$ cat src/rtl/capture_pkg.sv
// Shared definitions for the capture packer: RNG seed, xorshift16 step
// and a helper that sizes counters able to hold 0..n.
package capture_pkg;

  localparam logic [15:0] RNG_SEED = 16'h6c41;

  // One xorshift16 step: t1 = s^(s<<7); t2 = t1^(t1>>9); next = t2^(t2<<8).
  function automatic logic [15:0] xorshift16(input logic [15:0] s);
    logic [15:0] t1;
    logic [15:0] t2;
    t1 = s ^ (s << 7);
    t2 = t1 ^ (t1 >> 9);
    return t2 ^ (t2 << 8);
  endfunction

  // Bits needed to count 0..n; never less than one bit.
  function automatic int count_width(input int n);
    return (n < 1) ? 1 : $clog2(n + 1);
  endfunction

endpackage

$ cat src/rtl/capture_packer_rng.sv
// xorshift16 test-pattern generator state. The state can be advanced by
// one step or reloaded to the first pattern word, next(RNG_SEED).
module capture_packer_rng
  import capture_pkg::*;
(
  input  logic        clk,
  input  logic        reset,
  input  logic        reload,
  input  logic        advance,
  output logic [15:0] state,
  output logic [15:0] state_next
);

  logic [15:0] rng;

  assign state      = rng;
  assign state_next = xorshift16(rng);

  // Reload has priority so leaving test mode always restarts the sequence.
  always_ff @(posedge clk or posedge reset) begin
    if (reset) begin
      rng <= RNG_SEED;
    end else if (reload) begin
      rng <= xorshift16(RNG_SEED);
    end else if (advance) begin
      rng <= state_next;
    end
  end

endmodule

$ cat src/rtl/capture_packer.sv
// Packs the 8-bit capture stream into LANES-byte words for the host FIFO.
// Supports explicit flush (partial word / zero-length marker), idle-timeout
// auto-flush and an xorshift16 test-pattern mode. Lane 0 holds the oldest byte.
module capture_packer
  import capture_pkg::*;
#(
  parameter int         LANES   = 2,
  parameter int         TIMEOUT = 1024,
  parameter logic [7:0] PAD     = 8'h00
) (
  input  logic                         clk_i,
  input  logic                         reset_i,
  input  logic [7:0]                   in_data_i,
  input  logic                         in_valid_i,
  output logic                         in_ack_o,
  output logic [LANES*8-1:0]           out_data_o,
  output logic [$clog2(LANES+1)-1:0]   out_count_o,
  output logic                         out_last_o,
  output logic                         out_valid_o,
  input  logic                         out_ready_i,
  input  logic                         flush_i,
  input  logic                         test_i,
  output logic                         idle_o
);

  localparam int W  = LANES * 8;
  localparam int CW = count_width(LANES);
  localparam int IW = count_width(TIMEOUT);
  localparam logic [CW-1:0] FULL     = CW'(LANES);
  localparam logic [IW-1:0] IDLE_MAX = IW'((TIMEOUT > 0) ? TIMEOUT - 1 : 0);

  // accumulator and control state
  logic [CW-1:0] acc_cnt, acc_cnt_next;
  logic          flush_pend, pend_next;
  logic [IW-1:0] idle_cnt, idle_next;

  // output register
  logic [W-1:0]  out_data;
  logic [CW-1:0] out_count;
  logic          out_last;
  logic          out_valid;
  logic          out_test;

  // datapath helpers
  logic          slot_free, xfer, acc_full, acc_some, hit;
  logic          move, ack, test_load, rng_advance, rng_reload;
  logic [CW-1:0] wr_lane;
  logic [W-1:0]  move_data, test_data;
  logic [15:0]   rng_state, rng_next, load_rng;

  assign slot_free = !out_valid || out_ready_i;
  assign xfer      = out_valid && out_ready_i;
  assign acc_full  = (acc_cnt == FULL);
  assign acc_some  = (acc_cnt != '0);
  assign hit       = (TIMEOUT > 0) && acc_some && (idle_cnt == IDLE_MAX);

  // A full word always takes priority; flush and timeout then close a packet.
  assign move      = !test_i && slot_free && (acc_full || flush_pend || hit);
  assign ack       = !reset_i && in_valid_i && !test_i && !flush_pend && (!acc_full || move);
  assign wr_lane   = move ? '0 : acc_cnt;
  assign test_load = test_i && slot_free;

  // The held test word is consumed this cycle, so the replacement uses the next value.
  assign rng_advance = xfer && out_test;
  assign rng_reload  = !test_i;
  assign load_rng    = rng_advance ? rng_next : rng_state;

  capture_packer_rng u_rng (
    .clk        (clk_i),
    .reset      (reset_i),
    .reload     (rng_reload),
    .advance    (rng_advance),
    .state      (rng_state),
    .state_next (rng_next)
  );

  genvar gi;

  // One byte register per lane; lanes at or beyond acc_cnt read as PAD when moved.
  for (gi = 0; gi < LANES; gi++) begin : g_lane
    logic [7:0] lane;

    // capture the acked byte into this lane
    always_ff @(posedge clk_i or posedge reset_i) begin
      if (reset_i) begin
        lane <= '0;
      end else if (ack && (wr_lane == CW'(gi))) begin
        lane <= in_data_i;
      end
    end

    assign move_data[gi*8 +: 8] = (CW'(gi) < acc_cnt) ? lane : PAD;
  end

  // Test word: RNG value repeated every 16 bits, truncated to the word width.
  for (gi = 0; gi < W; gi++) begin : g_test
    assign test_data[gi] = load_rng[gi % 16];
  end

  // next-state for byte count, pending flush and idle counter
  always_comb begin
    acc_cnt_next = acc_cnt;
    pend_next    = flush_pend;
    idle_next    = idle_cnt;
    if (test_i) begin
      acc_cnt_next = '0;
      pend_next    = 1'b0;
      idle_next    = '0;
    end else begin
      if (ack) begin
        acc_cnt_next = move ? CW'(1) : acc_cnt + CW'(1);
      end else if (move) begin
        acc_cnt_next = '0;
      end
      // A flush coinciding with a flush/timeout move is absorbed by that move;
      // one coinciding with a full-word move stays pending for the next move.
      if (move && !acc_full) begin
        pend_next = 1'b0;
      end else if (flush_i) begin
        pend_next = 1'b1;
      end
      if (ack || move) begin
        idle_next = '0;
      end else if ((TIMEOUT > 0) && acc_some && (idle_cnt != IDLE_MAX)) begin
        idle_next = idle_cnt + IW'(1);
      end
    end
  end

  // control state registers
  always_ff @(posedge clk_i or posedge reset_i) begin
    if (reset_i) begin
      acc_cnt    <= '0;
      flush_pend <= 1'b0;
      idle_cnt   <= '0;
    end else begin
      acc_cnt    <= acc_cnt_next;
      flush_pend <= pend_next;
      idle_cnt   <= idle_next;
    end
  end

  // output register: load a test word or a moved word, else drop after transfer
  always_ff @(posedge clk_i or posedge reset_i) begin
    if (reset_i) begin
      out_data  <= '0;
      out_count <= '0;
      out_last  <= 1'b0;
      out_valid <= 1'b0;
      out_test  <= 1'b0;
    end else if (test_load) begin
      out_data  <= test_data;
      out_count <= FULL;
      out_last  <= 1'b0;
      out_valid <= 1'b1;
      out_test  <= 1'b1;
    end else if (move) begin
      out_data  <= move_data;
      out_count <= acc_cnt;
      out_last  <= !acc_full;
      out_valid <= 1'b1;
      out_test  <= 1'b0;
    end else if (xfer) begin
      out_valid <= 1'b0;
      out_test  <= 1'b0;
    end
  end

  assign in_ack_o    = ack;
  assign out_data_o  = out_data;
  assign out_count_o = out_count;
  assign out_last_o  = out_last;
  assign out_valid_o = out_valid;
  assign idle_o      = !acc_some && !out_valid && !flush_pend;

endmodule

$ cat config.mk
export PLATFORM = sky130hd
export DESIGN_NAME = capture_packer
export DESIGN_NICKNAME = d
export VERILOG_FILES = /design/src/rtl/capture_pkg.sv /design/src/rtl/capture_packer_rng.sv /design/src/rtl/capture_packer.sv
export SDC_FILE = /design/constraint.sdc
export NUM_CORES = 1
export LEC_CHECK = 0
export ABC_AREA = 1
export BUFFER_PORTS_ARGS = -buffer_cell sky130_fd_sc_hd__clkbuf_2
export CORE_ASPECT_RATIO = 1.5
export CORE_MARGIN = 4
export CORE_UTILIZATION = 59
export DETAILED_ROUTE_END_ITERATION = 16
export GPL_TIMING_DRIVEN = 0
export HOLD_SLACK_MARGIN = 0.06
export PLACE_DENSITY = 0.8
export SLEW_MARGIN = 20
export SYNTH_ARGS = -nofsm -noshare
export SYNTH_HDL_FRONTEND = slang
export SYNTH_SLANG_ARGS = --single-unit
$ cat constraint.sdc
create_clock -name clk_i -period 4.3 [get_ports clk_i]
set_input_delay 0.86 -clock clk_i [delete_from_list [all_inputs] [get_ports clk_i]]
set_output_delay 0.86 -clock clk_i [all_outputs]
set_load 0.01 [all_outputs]
==> After elaboration in Yosys (flattened, before gate mapping) <==
Cells that the tools add are included.
{ "op_classes": {"add_sub_neg": 2, "n_lt_le_gt_ge": 2, "n_eq_ne": 4, "mux": 25, "bitwise": 3, "reduce_logical": 33} }
{ "op_table": {"columns": ["op", "count"], "rows": [
  ["$mux 16", 4],
  ["$mux 11", 3],
  ["$xor 16x16->16", 2],
  ["$logic_and 1x1->1", 16],
  ["$mux 8", 2],
  ["$xor 16x7->16", 1],
  ["$mux 2", 6],
  ["$add 11x1->11 const B", 1],
  ["$eq 11x10->1 const B", 1],
  ["$ne 11x10->1 const B", 1],
  ["$mux 1", 10],
  ["$reduce_bool 3->1", 3],
  ["$logic_not 1->1", 6],
  ["$logic_or 1x1->1", 5],
  ["$lt 1x2->1 const A", 2],
  ["$reduce_bool 2->1", 2],
  ["$add 2x1->2 const B", 1],
  ["$eq 2x1->1 const B", 1],
  ["$eq 2x2->1 const B", 1],
  ["$logic_not 2->1", 1]
]} }
{ "totals": {"reg_bits": 67, "input_bits": 14, "output_inout_bits": 22, "elab_cells": 80} }

==> Logic depth before layout (Yosys ltp) <==
Gate-level depths: netlist of the first run.
{ "logic_depth": {"depth_word": 9, "ltp_mapped": 12} }

==> Hierarchy <==
A second synthesis of the first run with hierarchy kept.
{ "unflattened": {"hier_cells": 479, "area_unflattened_um2": 3734.8} }
{ "modules_own_cells": {"columns": ["mod", "n_inst", "cells_each", "area_each_um2", "seq_area_each_um2"], "rows": [
  ["capture_packer", 1, 322, 2653.8, 1276.2],
  ["capture_packer_rng", 1, 157, 1081.0, 407.9]
]} }

==> Worst setup path before layout of the first run <==
OpenSTA, ideal clock, no wires.
{ "synth_path": {"path_type": "input to output", "startpoint": "input port reset_i", "endpoint": "output port in_ack_o", "t_arrival_ns": 3.076, "required_time_ns": 3.440, "path_slack_ns": 0.364, "cell_stages": 4, "n_path_buf": 1, "cell_sequence": "inv_1 > nand3_1 > a21oi_4 > buf_2"} }
{ "synth_via": {"elab_chain_cells": 5} }
{ "synth_lines": {"columns": ["item", "line_no", "text"], "rows": [
  ["start: declaration", "capture_packer.sv:12", "input logic reset_i,"],
  ["$logic_not 1->1 (no line)", null, null],
  ["$logic_and 1x1->1 (4 in series)", "capture_packer.sv:59", "assign ack = !reset_i && in_valid_i && !test_i && !flush_pend && (!acc_full || move);"],
  ["end: declaration", "capture_packer.sv:15", "output logic in_ack_o,"]
]} }
No other way between the ends.

==> Worst setup path after layout of the first run <==
Same ends and word-level chain as after synthesis.

==> results of run 1 <==
-- path summary, 6_finish.rpt --
check | cells after the start | from | end
setup / recovery | 7 | reset_i | in_ack_o
hold / removal | 2 | reset_i | out_data_o[12]
setup reg to reg | 10 | acc_cnt[1] | g_lane[1].lane[7]
hold reg to reg | 2 | out_last_o | out_last_o
max in group asynchronous | 3 | reset_i | u_rng.state[11]
min in group clk_i | 2 | out_last_o | out_last_o
-- through the flow --
step | hold WS (ns) | util | std cells
global placement | 0.4549 | 0.6499 | 541
finish | 0.4108 | 0.6925 | 558
global route | 0.4159 | 0.6925 | 558
CTS | 0.4131 | 0.6925 | 558
detailed placement | 0.4643 | 0.6551 | 542
floorplan | 0.4422 | - | 434
-- cell families (layout without fill, tap and decap cells) --
logic type	after synthesis	count (layout)
xor gates and xnor gates	14	14
muxes	1	1
and+or+nand+nor	267	267
DFF	67	67
buffers and inverters	44	96
adders and majority gates	3	3
AOI/OAI and AO/OA	38	38
-- cell type report --
| cell class | count | area share |
|---|---|---|
| sequential | 67 | 0.4204 |
| inverter | 32 | 0.03123 |
| buffer | 12 | 0.01686 |
| clock inverter | 7 | 0.02311 |
| multi-input combinational | 323 | 0.4044 |
| tap | 72 | 0.02249 |
| timing repair buffer | 36 | 0.05059 |
| clock buffer | 9 | 0.03092 |
-- layer usage --
layer | track usage | up-vias | share of wire
li1 | - | 1501 | -
met4 | 0.08828 | 0 | 0.019
met5 | 0 | - | 0
met2 | 0.4668 | 82 | 0.56
met1 | 0.2755 | 1449 | 0.38
met3 | 0.05807 | 18 | 0.041
-- synth_stat cells (all sizes together) --
cell type	n
or2	6
xnor2	6
nor2	31
o21bai	2
nor3b	2
a21o	1
nor3	3
nand3	49
xor2	8
nand2	161
dfstp	6
nand3b	1
inv	32
a21oi	8
dfrtp	61
o211ai	5
nand4	14
ha	3
clkbuf	4
mux2i	1
o21ai	22
buf	8
-- worst max-delay path: stages --
cell      delay (ns)
clkbuf_2        0.10
inv_4           0.17
buf_16          0.28
nand3_1         0.17
a21oi_4         0.22
buf_2           0.25
clkbuf_2        0.17
-- power by group --
| group | leakage (nW) | internal, mW | switching (mW) |
|---|---|---|---|
| clock | 0.101 | 0.324 | 0.254 |
| sequential | 0.830 | 0.718 | 0.0605 |
| combinational | 1.08 | 0.127 | 0.215 |
-- state kept, by name, indices dropped and copies added, names as in the netlist, 2 cells and up --
signal	count
u_rng.state	16
idle_cnt	11
out_count_o	2
out_data_o	16
g_lane.lane	16
acc_cnt	2
==> out/metrics.cfg, run 1 <==
[clocking]
cts_root_buf = clkbuf_8
cts_buffer_depth = 2
cts_resized = 0
ctsHoldBuffers = 0
clock_latency_ns = 0.35
cts_buffers = 9
clkSinkCount = 67
cts_tree = yes
cts_setup_buffers = 0
clk_pin_slew_ns = 0.08
ctsHtreeMaxLevel = 3

[floorplanning]
initial_utilization = 0.6040
dieArea_sq_mm = 0.007244
die_width_um = 70.84
core_area_sq_mm = 0.005786
rows = 34
ios = 36
dieHeight_um = 102.3

[grt]
grtUsageTotal = 0.2501
first_global_vias = 3051
grt_pass1_wl_um = 14180
gr-total-overflow = 0
antenna_found_initial = 0
grt_max_degree = 55

[setup_path]
worstPathArrival_ns = 2.25
worst-path-max-fanout = 54
start_kind = primary input
cp-end-kind = output pin
r2r_slack_ns = 2.03
worstPathRequired_ns = 3.44
path_class = primary input to output pin

[sta]
relSlewSlack = 0.6428
hold_viol = 0
post-route-period-util = 0.7231
fin_ws_ns = 1.190
tightest_slew_ns = 0.5357
max_freq_mhz = 321.6
maxSlewViolCount = 0
rsz0062_at_grt = false
finalSetupViolations = 0
layout_min_cycle_time_ns = 3.110
setup-tns-final_ns = 0
clock_skew_ns = 0.009094

[finish]
diodes = 0
finalNetCount = 498
num-fill-cells = 485
final_cell_mix = 156 x nand2_1, 61 x dfrtp_1, 47 x nand3_1
mostFrequentLayoutCell = nand2_1
regArea_sq_mm = 0.001684
fin_area_sq_mm = 0.004006
drive_gt1_frac = 0.1934
area.growth.synth_to_final_pct = 14.64
multi_input_area_sq_mm = 0.001620

[synthesis]
syn-num-nets = 451
yosysSeqAreaShare = 0.4819
ys_top_cells_by_area = dfrtp_1 44%, nand2_1 17%, nand3_1 6.7%
yosysTopAreaCell = dfrtp_1
synth_top_family_by_area = simple AND/OR/NAND/NOR gates
synth_top_area_frac = 0.4368
synth_xor_xnor_area_share = 0.03509
yosys_warnings = 0
synth_cell_types = 35
synthMuxAreaShare = 0.002864
synth-seq-cells = 67
postSynthAreaPerCell_sq_um = 8.052
synth-simple-area-share = 0.3473
syn-instance-count = 434
synth-compound-area-share = 0.06767
syn_area_sq_mm = 0.003495
synthAdderAreaFrac = 0.01074

[power]
peakVddDrop_v = 0.0003045
power.leakage_nw = 2.009
p_per_area_mw_per_mm2 = 423.8
power_mw = 1.698

[route]
vias = 3050
drt-vias-per-instance = 5.466
drt_wl_total_um = 8159
dr.pass1.iters = 5
first_iter_violations = 183
wire_per_inst_um = 14.62
drc = 0
ant_nets = 0

[place]
pre_cts_ws_ns = 1.143
post_dp_cell_area_sq_mm = 0.003790
gp_congestion = 0.7996
io_buffers = 35
dp_hpwl_um = 6080

[job]
maxCapViolCount = 0

[min_path]
hp-class = primary input to async pin

[run_status]
status = complete, no violations

No activity file was read; power rests on OpenSTA's default activity.
==> inputs of run 2 (changes only) <==
==> constraint.sdc (replaced) <==
create_clock -name clk_i -period 3 [get_ports clk_i]
set_input_delay 0.6 -clock clk_i [delete_from_list [all_inputs] [get_ports clk_i]]
set_output_delay 0.6 -clock clk_i [all_outputs]
set_load 0.01 [all_outputs]
==> run 2 against run 1 <==
- count of clock-buffer cells in the layout rose by 2
- via count increased by 0.85%
- sequential power increased by 42%
- final cell count grew 0.18%
- largest cell class unchanged
- largest power group unchanged
- cell area barely moved
- highest routed layer unchanged
- global-route usage shrank 0.22 points
- non-clock buffer count grew 1
- flip-flop and latch count stayed put
- critical path depth unchanged
- clock power increased by 29%
- sequential share of layout area about the same
- clock skew increased by 0.0013 ns
==> out/metrics.cfg, run 2 (same netlist as run 1, synthesis figures left out) <==
[run_status]
status = complete, no violations

[floorplanning]
die_width_um = 70.84  ; unchanged
dieArea_sq_mm = 0.007244  ; unchanged
dieHeight_um = 102.3  ; unchanged
core_area_sq_mm = 0.005786  ; unchanged
ios = 36  ; unchanged
rows = 34  ; unchanged
initial_utilization = 0.6040  ; unchanged

[finish]
finalNetCount = 499  ; +0.20%
drive_gt1_frac = 0.1930  ; -0.0003972
regArea_sq_mm = 0.001684  ; unchanged
multi_input_area_sq_mm = 0.001620  ; unchanged
mostFrequentLayoutCell = nand2_1
num-fill-cells = 509  ; +4.9%
final_cell_mix = 156 x nand2_1, 61 x dfrtp_1, 47 x nand3_1
area.growth.synth_to_final_pct = 14.61  ; about the same
diodes = 0  ; unchanged

[grt]
gr-total-overflow = 0  ; unchanged
grt_pass1_wl_um = 14060  ; -0.83%
grtUsageTotal = 0.2479  ; -0.002182
grt_max_degree = 29  ; -47%
first_global_vias = 3071  ; +0.66%
antenna_found_initial = 0  ; unchanged

[place]
dp_hpwl_um = 6301  ; +3.6%
gp_congestion = 0.7733  ; -3.3%
io_buffers = 35  ; unchanged

[power]
peakVddDrop_v = 0.0003741  ; +23%
p_per_area_mw_per_mm2 = 586.7  ; +38%
power_mw = 2.350  ; +38%
power.leakage_nw = 2.012  ; +0.15%

[setup_path]
cp-end-kind = output pin
worst-path-max-fanout = 10  ; -81%
start_kind = flip-flop
critPathLaunch = acc_cnt[1]
r2r-start = acc_cnt[1]
path_class = flip-flop to output pin
worstPathRequired_ns = 2.40  ; -1.04 ns
worstPathArrival_ns = 2.16  ; -0.09 ns

[clocking]
cts_setup_buffers = 0  ; unchanged
clkSinkCount = 67  ; unchanged
cts_buffer_depth = 2  ; unchanged
cts_tree = yes
cts_buffers = 9  ; unchanged
cts_root_buf = clkbuf_8
ctsHoldBuffers = 0  ; unchanged
clk_pin_slew_ns = 0.07  ; about the same
ctsHtreeMaxLevel = 3  ; unchanged
cts_resized = 0  ; unchanged
clock_latency_ns = 0.34  ; about the same

[sta]
tightest_slew_ns = 0.5812  ; +0.04549 ns
fin_hold_ws_ns = 0.2516  ; -0.1592 ns
relSlewSlack = 0.6125  ; -0.03033
maxSlewViolCount = 0  ; unchanged
layout_min_cycle_time_ns = 2.756
clock_skew_ns = 0.01035  ; +0.001258 ns
hold_viol = 0  ; unchanged
max_freq_mhz = 362.8
finalSetupViolations = 0  ; unchanged
rsz0062_at_grt = false
post-route-period-util = 0.9188

[min_path]
hp-class = primary input to async pin

[route]
ant_nets = 0  ; unchanged
drc = 0  ; unchanged
drt_wl_total_um = 8215  ; +0.69%
first_iter_violations = 203  ; +11%
drt-vias-per-instance = 5.503  ; +0.67%
vias = 3076  ; +0.85%
wire_per_inst_um = 14.70  ; +0.51%
dr.pass1.iters = 7  ; +2

[job]
maxCapViolCount = 0  ; unchanged

## run 2: final timing paths
path                                      to  slack (ns)  depth (start not counted)
min in group clk_i         g_lane[0].lane[0]        0.48                          2
max reg2reg                g_lane[1].lane[0]        0.72                         10
min reg2reg                g_lane[0].lane[0]        0.48                          2
max in group asynchronous    u_rng.state[11]        2.01                          4
max                                   idle_o        0.24                          7
min                            out_data_o[8]        0.25                          2
## run 2: report_power, final
| group | leakage (nW) | internal, mW | switching [mW] |
|---|---|---|---|
| Clock | 0.0991 | 0.403 | 0.342 |
| Combinational | 1.08 | 0.184 | 0.308 |
| Sequential | 0.830 | 1.03 | 0.0828 |
## run 2: layer usage
metal / global-route usage / wire (um) / up-vias
met1: 0.2879 / 3231 / 1487
met2: 0.4525 / 4588 / 70
met5: 0 / 0 / -
li1: - / - / 1507
met4: 0.1042 / 127 / 0
met3: 0.03740 / 269 / 12
## run 2: final cells by class
class / count / area share
Buffer: 12 / 0.01687
Clock buffer: 11 / 0.03530
Clock inverter: 5 / 0.01312
Inverter: 32 / 0.03155
Multi-Input combinational cell: 323 / 0.4046
Sequential cell: 67 / 0.4205
Tap cell: 72 / 0.02249
Timing Repair Buffer: 37 / 0.05561
## run 2: worst max-delay path, stage by stage (launching register included)
cell and delay (ns):
dfrtp_1 0.46, inv_1 0.12, clkbuf_1 0.40, ha_1 0.25
inv_1 0.06, buf_2 0.20, nor3_1 0.16, clkbuf_2 0.16
## run 2: per-stage QoR
step | cells | cell area, sq um | util | worst slack (ns) | setup TNS (ns)
2_1_floorplan | 434 | 3498 | - | 0.2117 | 0
3_3_place_gp | 541 | 3764 | 0.6505 | -0.5231 | -3.122
3_5_place_dp | 543 | 3811 | 0.6587 | 0.4920 | 0
4_1_cts | 559 | 4005 | 0.6923 | 0.2405 | 0
5_1_grt | 559 | 4005 | 0.6923 | 0.1457 | 0
6_report | 559 | 4005 | 0.6923 | 0.2436 | 0
